[src/rtl/ibex_wb_stage_mo.sv]
// Writeback stage with a single-entry stage register for ALU-style results
// and an in-order queue tracking outstanding LSU operations. Load responses
// write the register file directly from the queue head; the stage register
// yields its write port to a load that targets the same register file.
module ibex_wb_stage_mo #(
  parameter int unsigned DataWidth = 32,
  parameter int unsigned RegAddrW  = 5,
  parameter int unsigned LsuDepth  = 2
) (
  input  logic                          clk_i,
  input  logic                          rst_i,
  input  logic                          en_wb_i,
  input  logic [1:0]                    instr_type_wb_i,
  input  logic                          rf_fp_id_i,
  input  logic                          rf_we_id_i,
  input  logic [RegAddrW-1:0]           rf_waddr_id_i,
  input  logic [DataWidth-1:0]          rf_wdata_id_i,
  input  logic [31:0]                   pc_id_i,
  input  logic                          instr_is_compressed_id_i,
  input  logic                          instr_perf_count_id_i,
  output logic                          ready_wb_o,
  input  logic                          lsu_resp_valid_i,
  input  logic                          lsu_resp_err_i,
  input  logic [DataWidth-1:0]          rf_wdata_lsu_i,
  output logic                          rf_we_int_o,
  output logic [RegAddrW-1:0]           rf_waddr_int_o,
  output logic [DataWidth-1:0]          rf_wdata_int_o,
  output logic                          rf_we_fp_o,
  output logic [RegAddrW-1:0]           rf_waddr_fp_o,
  output logic [DataWidth-1:0]          rf_wdata_fp_o,
  output logic [DataWidth-1:0]          rf_wdata_fwd_wb_o,
  output logic [(1<<RegAddrW)-1:0]      pend_int_o,
  output logic [(1<<RegAddrW)-1:0]      pend_fp_o,
  output logic                          outstanding_load_wb_o,
  output logic                          outstanding_store_wb_o,
  output logic [$clog2(LsuDepth+1)-1:0] lsu_cnt_o,
  output logic                          instr_done_wb_o,
  output logic [31:0]                   pc_wb_o,
  output logic [1:0]                    perf_instr_ret_wb_o,
  output logic [1:0]                    perf_instr_ret_compressed_wb_o
);

  localparam int unsigned CntW = $clog2(LsuDepth + 1);
  localparam int unsigned PtrW = (LsuDepth > 1) ? $clog2(LsuDepth) : 1;

  typedef enum logic [1:0] {
    WB_OTHER = 2'd0,
    WB_LOAD  = 2'd1,
    WB_STORE = 2'd2
  } wb_instr_type_e;

  typedef struct packed {
    logic                load;
    logic                fp;
    logic [RegAddrW-1:0] waddr;
    logic [31:0]         pc;
    logic                compressed;
    logic                count;
  } lsu_entry_t;

  // Stage register
  logic                 wb_valid_q;
  logic                 wb_fp_q;
  logic                 wb_we_q;
  logic [RegAddrW-1:0]  wb_waddr_q;
  logic [DataWidth-1:0] wb_wdata_q;
  logic [31:0]          wb_pc_q;
  logic                 wb_compressed_q;
  logic                 wb_count_q;

  // LSU queue
  lsu_entry_t           lsu_q [LsuDepth];
  logic [LsuDepth-1:0]  slot_valid_q;
  logic [PtrW-1:0]      wr_ptr_q;
  logic [PtrW-1:0]      rd_ptr_q;
  logic [CntW-1:0]      lsu_cnt_q;

  wb_instr_type_e instr_type;
  lsu_entry_t     head;
  logic is_lsu, accept, push, pop;
  logic stage_active, stage_wr_req, load_wr, conflict, wb_done, stage_wr_go;
  logic load_int_wr, load_fp_wr, stage_int_wr, stage_fp_wr;

  function automatic logic [PtrW-1:0] ptr_inc(input logic [PtrW-1:0] p);
    return (p == PtrW'(LsuDepth - 1)) ? '0 : p + 1'b1;
  endfunction

  assign instr_type = wb_instr_type_e'(instr_type_wb_i);
  assign is_lsu     = (instr_type == WB_LOAD) || (instr_type == WB_STORE);
  assign head       = lsu_q[rd_ptr_q];

  // Nothing retires or writes while reset is asserted.
  assign stage_active = wb_valid_q & ~rst_i;
  assign pop          = lsu_resp_valid_i & (lsu_cnt_q != '0) & ~rst_i;

  assign load_wr      = pop & head.load & ~lsu_resp_err_i;
  assign stage_wr_req = stage_active & wb_we_q;
  assign conflict     = stage_wr_req & load_wr & (wb_fp_q == head.fp);
  assign wb_done      = stage_active & ~conflict;
  assign stage_wr_go  = stage_wr_req & ~conflict;

  assign ready_wb_o = (~stage_active | wb_done) & ((lsu_cnt_q < CntW'(LsuDepth)) | pop);
  assign accept     = en_wb_i & ready_wb_o;
  assign push       = accept & is_lsu;

  // Each register file port is driven by the load when it targets that file,
  // otherwise by the stage register; the conflict rule keeps them exclusive.
  assign load_int_wr  = load_wr & ~head.fp;
  assign load_fp_wr   = load_wr & head.fp;
  assign stage_int_wr = stage_wr_go & ~wb_fp_q;
  assign stage_fp_wr  = stage_wr_go & wb_fp_q;

  assign rf_we_int_o    = (load_int_wr & (head.waddr != '0)) |
                          (stage_int_wr & (wb_waddr_q != '0));
  assign rf_waddr_int_o = load_int_wr ? head.waddr : wb_waddr_q;
  assign rf_wdata_int_o = load_int_wr ? rf_wdata_lsu_i : wb_wdata_q;

  assign rf_we_fp_o     = load_fp_wr | stage_fp_wr;
  assign rf_waddr_fp_o  = load_fp_wr ? head.waddr : wb_waddr_q;
  assign rf_wdata_fp_o  = load_fp_wr ? rf_wdata_lsu_i : wb_wdata_q;

  assign rf_wdata_fwd_wb_o = wb_wdata_q;
  assign lsu_cnt_o         = lsu_cnt_q;
  assign instr_done_wb_o   = wb_done | pop;
  assign pc_wb_o           = pop ? head.pc : (stage_active ? wb_pc_q : 32'd0);

  assign perf_instr_ret_wb_o =
      {1'b0, wb_done & wb_count_q} + {1'b0, pop & head.count & ~lsu_resp_err_i};
  assign perf_instr_ret_compressed_wb_o =
      {1'b0, wb_done & wb_count_q & wb_compressed_q} +
      {1'b0, pop & head.count & ~lsu_resp_err_i & head.compressed};

  // Pending-write masks and outstanding flags derived from queue and stage.
  always_comb begin
    // NOTE: every output gets a default first so no path can infer a latch.
    pend_int_o             = '0;
    pend_fp_o              = '0;
    outstanding_load_wb_o  = 1'b0;
    outstanding_store_wb_o = 1'b0;
    for (int i = 0; i < LsuDepth; i++) begin
      if (slot_valid_q[i]) begin
        if (lsu_q[i].load) begin
          outstanding_load_wb_o = 1'b1;
          if (lsu_q[i].fp) pend_fp_o[lsu_q[i].waddr]  = 1'b1;
          else             pend_int_o[lsu_q[i].waddr] = 1'b1;
        end else begin
          outstanding_store_wb_o = 1'b1;
        end
      end
    end
    if (wb_valid_q && wb_we_q) begin
      if (wb_fp_q) pend_fp_o[wb_waddr_q]  = 1'b1;
      else         pend_int_o[wb_waddr_q] = 1'b1;
    end
    pend_int_o[0] = 1'b0;
  end

  // Stage occupancy: filled by an accepted OTHER, emptied once it completes.
  always_ff @(posedge clk_i) begin
    // NOTE: sequential state is always assigned with non-blocking <=.
    if (rst_i)                 wb_valid_q <= 1'b0;
    else if (accept & ~is_lsu) wb_valid_q <= 1'b1;
    else if (wb_done)          wb_valid_q <= 1'b0;
  end

  // Stage payload, qualified by wb_valid_q.
  always_ff @(posedge clk_i) begin
    // NOTE: datapath and queue storage are not reset; valid bits guard them.
    if (accept && !is_lsu) begin
      wb_fp_q         <= rf_fp_id_i;
      wb_we_q         <= rf_we_id_i;
      wb_waddr_q      <= rf_waddr_id_i;
      wb_wdata_q      <= rf_wdata_id_i;
      wb_pc_q         <= pc_id_i;
      wb_compressed_q <= instr_is_compressed_id_i;
      wb_count_q      <= instr_perf_count_id_i;
    end
  end

  // Queue pointers, slot valids and occupancy count.
  always_ff @(posedge clk_i) begin
    if (rst_i) begin
      wr_ptr_q     <= '0;
      rd_ptr_q     <= '0;
      lsu_cnt_q    <= '0;
      slot_valid_q <= '0;
    end else begin
      // Clear before set: when full, push and pop share one slot.
      if (pop) begin
        rd_ptr_q               <= ptr_inc(rd_ptr_q);
        slot_valid_q[rd_ptr_q] <= 1'b0;
      end
      if (push) begin
        wr_ptr_q               <= ptr_inc(wr_ptr_q);
        slot_valid_q[wr_ptr_q] <= 1'b1;
      end
      if (push && !pop)      lsu_cnt_q <= lsu_cnt_q + 1'b1;
      else if (pop && !push) lsu_cnt_q <= lsu_cnt_q - 1'b1;
    end
  end

  // Queue entry storage.
  always_ff @(posedge clk_i) begin
    if (push) begin
      lsu_q[wr_ptr_q] <= '{load:       (instr_type == WB_LOAD),
                           fp:         rf_fp_id_i,
                           waddr:      rf_waddr_id_i,
                           pc:         pc_id_i,
                           compressed: instr_is_compressed_id_i,
                           count:      instr_perf_count_id_i};
    end
  end

`ifndef SYNTHESIS
  // A response with nothing outstanding is an LSU protocol error.
  resp_without_request: assert property (@(posedge clk_i) disable iff (rst_i)
    !(lsu_resp_valid_i && (lsu_cnt_q == '0)));
`endif

endmodule

[config.mk]
export PLATFORM = sky130hd
export DESIGN_NAME = ibex_wb_stage_mo
export DESIGN_NICKNAME = d
export VERILOG_FILES = /design/src/rtl/ibex_wb_stage_mo.sv
export SDC_FILE = /design/constraint.sdc
export NUM_CORES = 1
export LEC_CHECK = 0
export BUFFER_PORTS_ARGS = -buffer_cell sky130_fd_sc_hd__buf_4
export CAP_MARGIN = 20
export CELL_PAD_IN_SITES_DETAIL_PLACEMENT = 1
export CELL_PAD_IN_SITES_GLOBAL_PLACEMENT = 2
export CORE_AREA = 2 2 141 197
export CTS_CLUSTER_DIAMETER = 150
export DETAILED_ROUTE_END_ITERATION = 10
export DIE_AREA = 0 0 143 199
export PLACE_DENSITY = 0.86
export REMOVE_ABC_BUFFERS = 1
export SLEW_MARGIN = 20
export SYNTH_ARGS = -nofsm -noshare
export SYNTH_HDL_FRONTEND = slang
export SYNTH_SLANG_ARGS = --single-unit
export TNS_END_PERCENT = 10
[constraint.sdc]
create_clock -name clk_i -period 4.85 [get_ports clk_i]
set_input_delay 0.7275 -clock clk_i [delete_from_list [all_inputs] [get_ports clk_i]]
set_output_delay 0.7275 -clock clk_i [all_outputs]
set_load 0.05 [all_outputs]
==> flow_metrics.py <==
metrics = {
    "placement": {
        "place_inst": 1302,
        "dp_hpwl_um": 22400,
        "gp_congestion": 0.832,
        "portBuffers": 324,
        "placed_area_sq_mm": 0.0109,
    },
    "synthesis": {
        "synth_seq_cells": 163,
        "synthSimpleGateAreaFrac_pct": 11.8,
        "yosysSeqAreaShare_pct": 59.1,
        "synthAdderAreaFrac_pct": 0.614,
        "synth_mux_area_share_pct": 15.5,
        "syn_area_per_cell_sq_um": 12.6,
        "synth_area_sq_mm": 0.00815,
        "synth_area_leader_cell": "edfxtp_1",
        "ys_top_cells_by_area": "edfxtp_1 (57%), mux2_2 (11%), o221ai_1 (6.8%), nand2_1 (5.2%), mux2i_1 (4.5%)",
        "synth_top_family_by_area": "multiplexers",
        "synth_cell_type_count": 46,
        "syn_inst": 648,
        "synth-xor-area-share_pct": 0.430,
        "synth_top_area_share_pct": 57.1,
        "synth_warnings": 0,
        "synth_compound_area_share_pct": 10.1,
    },
    "clock_network": {
        "cts_max_level": 4,
        "clock_sinks": 163,
        "cts_buffer_depth": 2,
        "cts.clk_slew.worst_paths_ns": 0.07,
        "cts_resized": 0,
        "insertion_delay_ns": 0.43,
        "cts_setup_buffers": 0,
        "clock-root-buffer": "clkbuf_16",
        "numCtsBuffers": 17,
        "cts_tree": "yes",
        "ctsHoldBuffers": 0,
    },
    "routing": {
        "ant_nets": 0,
        "routed_wl_um": 29600,
        "via_per_inst": 5.01,
        "drc": 0,
        "dr.first_iter.drc_count": 269,
        "dr.pass1.iters": 4,
        "via_count": 6685,
        "routedWlPerCell_um": 22.2,
    },
    "layout": {
        "drive_gt1_share_pct": 46.7,
        "final_util_pct": 43.0,
        "layout_commonest_cell": "buf_4",
        "final_nets": 1072,
        "synthToLayoutAreaGrowth_pct": 41.0,
        "fin_area_sq_mm": 0.0115,
        "layout_common_cells": "buf_4 (330), edfxtp_1 (155), nand2_1 (114)",
        "fin_cells": 1335,
    },
    "hold_path": {
        "hold_path_class": "input port to register",
    },
    "floorplan": {
        "core_sq_mm": 0.0267,
        "rows": 71,
        "die-area_sq_mm": 0.0285,
        "dieHeight_um": 199,
        "start_util_pct": 30.5,
        "io_pins": 326,
        "die_w_um": 143,
    },
    "timing": {
        "max_freq_mhz": 260,
        "rsz0062_at_grt": "false",
        "finalCritPeriodShare_pct": 79.4,
        "setup_viol": 0,
        "period_minus_slack_ns": 3.85,
        "hold_viol_final": 0,
        "fin_worst_skew_ns": 0.0137,
        "setup_tns_ns": 0,
        "maxSlewHeadroom_pct": 26.9,
        "tightestPinTransition_ns": 1.09,
        "slew_violations": 0,
        "hold_slack_ns": 0.471,
    },
    "power": {
        "p_seq_share_pct": 43.5,
        "powerDensity_mw_per_mm2": 347,
        "clkPwrFrac_pct": 32.9,
        "pwr-share-comb_pct": 23.6,
        "ir_drop_uv": 271,
        "p_sw_share_pct": 31.7,
        "p_leak_nw": 4.37,
        "p_int_w": 0.00272,
        "p_switching_w": 0.00126,
    },
    "setup_path": {
        "cp-start-kind": "input port",
        "cp.arrival_ns": 3.12,
        "endpoint_kind": "output port",
        "crit_type": "input port to output port",
        "cp.required_ns": 4.12,
        "critical_path.max_fanout": 38,
    },
    "global_routing": {
        "gr-total-overflow": 0,
        "grt_pass1_vias": 7123,
        "grtUsageMet1_pct": 22.1,
        "grt_pass1_wl_um": 42900,
        "grt-busiest-layer": "met2",
        "grt_use_met2_pct": 37.9,
        "grt_usage_pct": 20.3,
        "grt_max_degree": 52,
        "antenna_found_initial": 1,
        "use_met3_pct": 5.44,
    },
    "job": {
        "max-cap-violations": 0,
    },
    "status": {
        "status": "complete, no violations",
    },
}
## metrics by stage
step | total power (W) | worst slack [ns]
6_report | 0.00398 | 0.998
3_3_place_gp | 0.00269 | 1.09
3_5_place_dp | 0.00271 | 0.984
2_1_floorplan | 0.00234 | 0.217
5_1_grt | 0.00413 | 0.829
4_1_cts | 0.00404 | 0.963
## Yosys cell counts, drive strengths merged
library cell	n
inv	5
or2	3
nor3	5
a21oi	3
mux2	79
and4	1
nand3	12
nor2b	2
xor2	2
nor4	3
a22o	1
nor3b	4
xnor2	2
nor2	24
nor4b	1
mux2i	37
o21ai	36
dfxtp	8
and2b	1
nand3b	8
nand2b	7
ha	4
or4	1
o32ai	1
conb	1
or3b	4
edfxtp	155
o221ai	63
a32o	1
and3b	2
o21bai	1
or3	4
buf	13
o22ai	2
nand2	114
o31ai	2
clkbuf	28
and2	3
and3	5
## layer usage
metal  part of all wire, %  up-vias
li1                      -     3120
met2                    55      232
met1                    37     3306
met3                   6.8       27
met4                   1.6        0
met5                     0        -
## area by class of cell
cell class                 instances  area [sq um]
clock buffer                      17           425
inverter                           5          18.8
sequential                       163          4820
multi-input combinational        439          3150
timing repair buffer             330          2480
tap                              365           457
fill                            2926         15200
antenna                            1          2.50
clock inverter                    15           153
## path summary, 6_finish.rpt
path,endpoint,slack (ns),cells past startpoint,startpoint
worst min register to register,slot_valid_q[0]$_SDFF_PP0_,0.53,2,rd_ptr_q$_SDFFE_PP0N_
worst min-delay path,rf_wdata_fwd_wb_o[15]$_DFFE_PP_,0.47,1,rf_wdata_id_i[15]
worst max-delay path,rf_wdata_fp_o[30],1.0,6,rst_i
worst max register to register,wb_pc_q[12]$_DFFE_PP_,1.84,5,register
## sequential cells by signal, summed over array words and instances (netlist names), 2 cells and up, named ones only
register / count
slot_valid_q: 2
lsu_cnt_o: 2
rf_wdata_fwd_wb_o: 32
wb_waddr_q: 5
wb_pc_q: 32
lsu_q: 82
## cell families after synthesis
| logic type | Yosys count |
|---|---|
| DFF | 163 |
| other | 1 |
| and+or+nand+nor | 204 |
| buffers and inverters | 46 |
| AOI/OAI and AO/OA | 110 |
| adders and majority gates | 4 |
| muxes | 116 |
| xor gates and xnor gates | 4 |
## power groups by stage
stage | logic [W] | clock network [W] | registers (W)
floorplan | 0.000514 | 0 | 0.00183
global placement | 0.000938 | 0 | 0.00175
detailed placement | 0.000949 | 0 | 0.00176
CTS | 0.000952 | 0.00135 | 0.00173
global route | 0.000992 | 0.00140 | 0.00174
finish | 0.000940 | 0.00131 | 0.00173
## worst max-delay path: stages
cell	delay [ns]
buf_4	0.16
nand2b_1	0.23
nor4_1	0.50
nand2b_2	0.71
mux2_1	0.57
buf_4	0.19
Note: power is estimated with default switching activity, not from simulation.
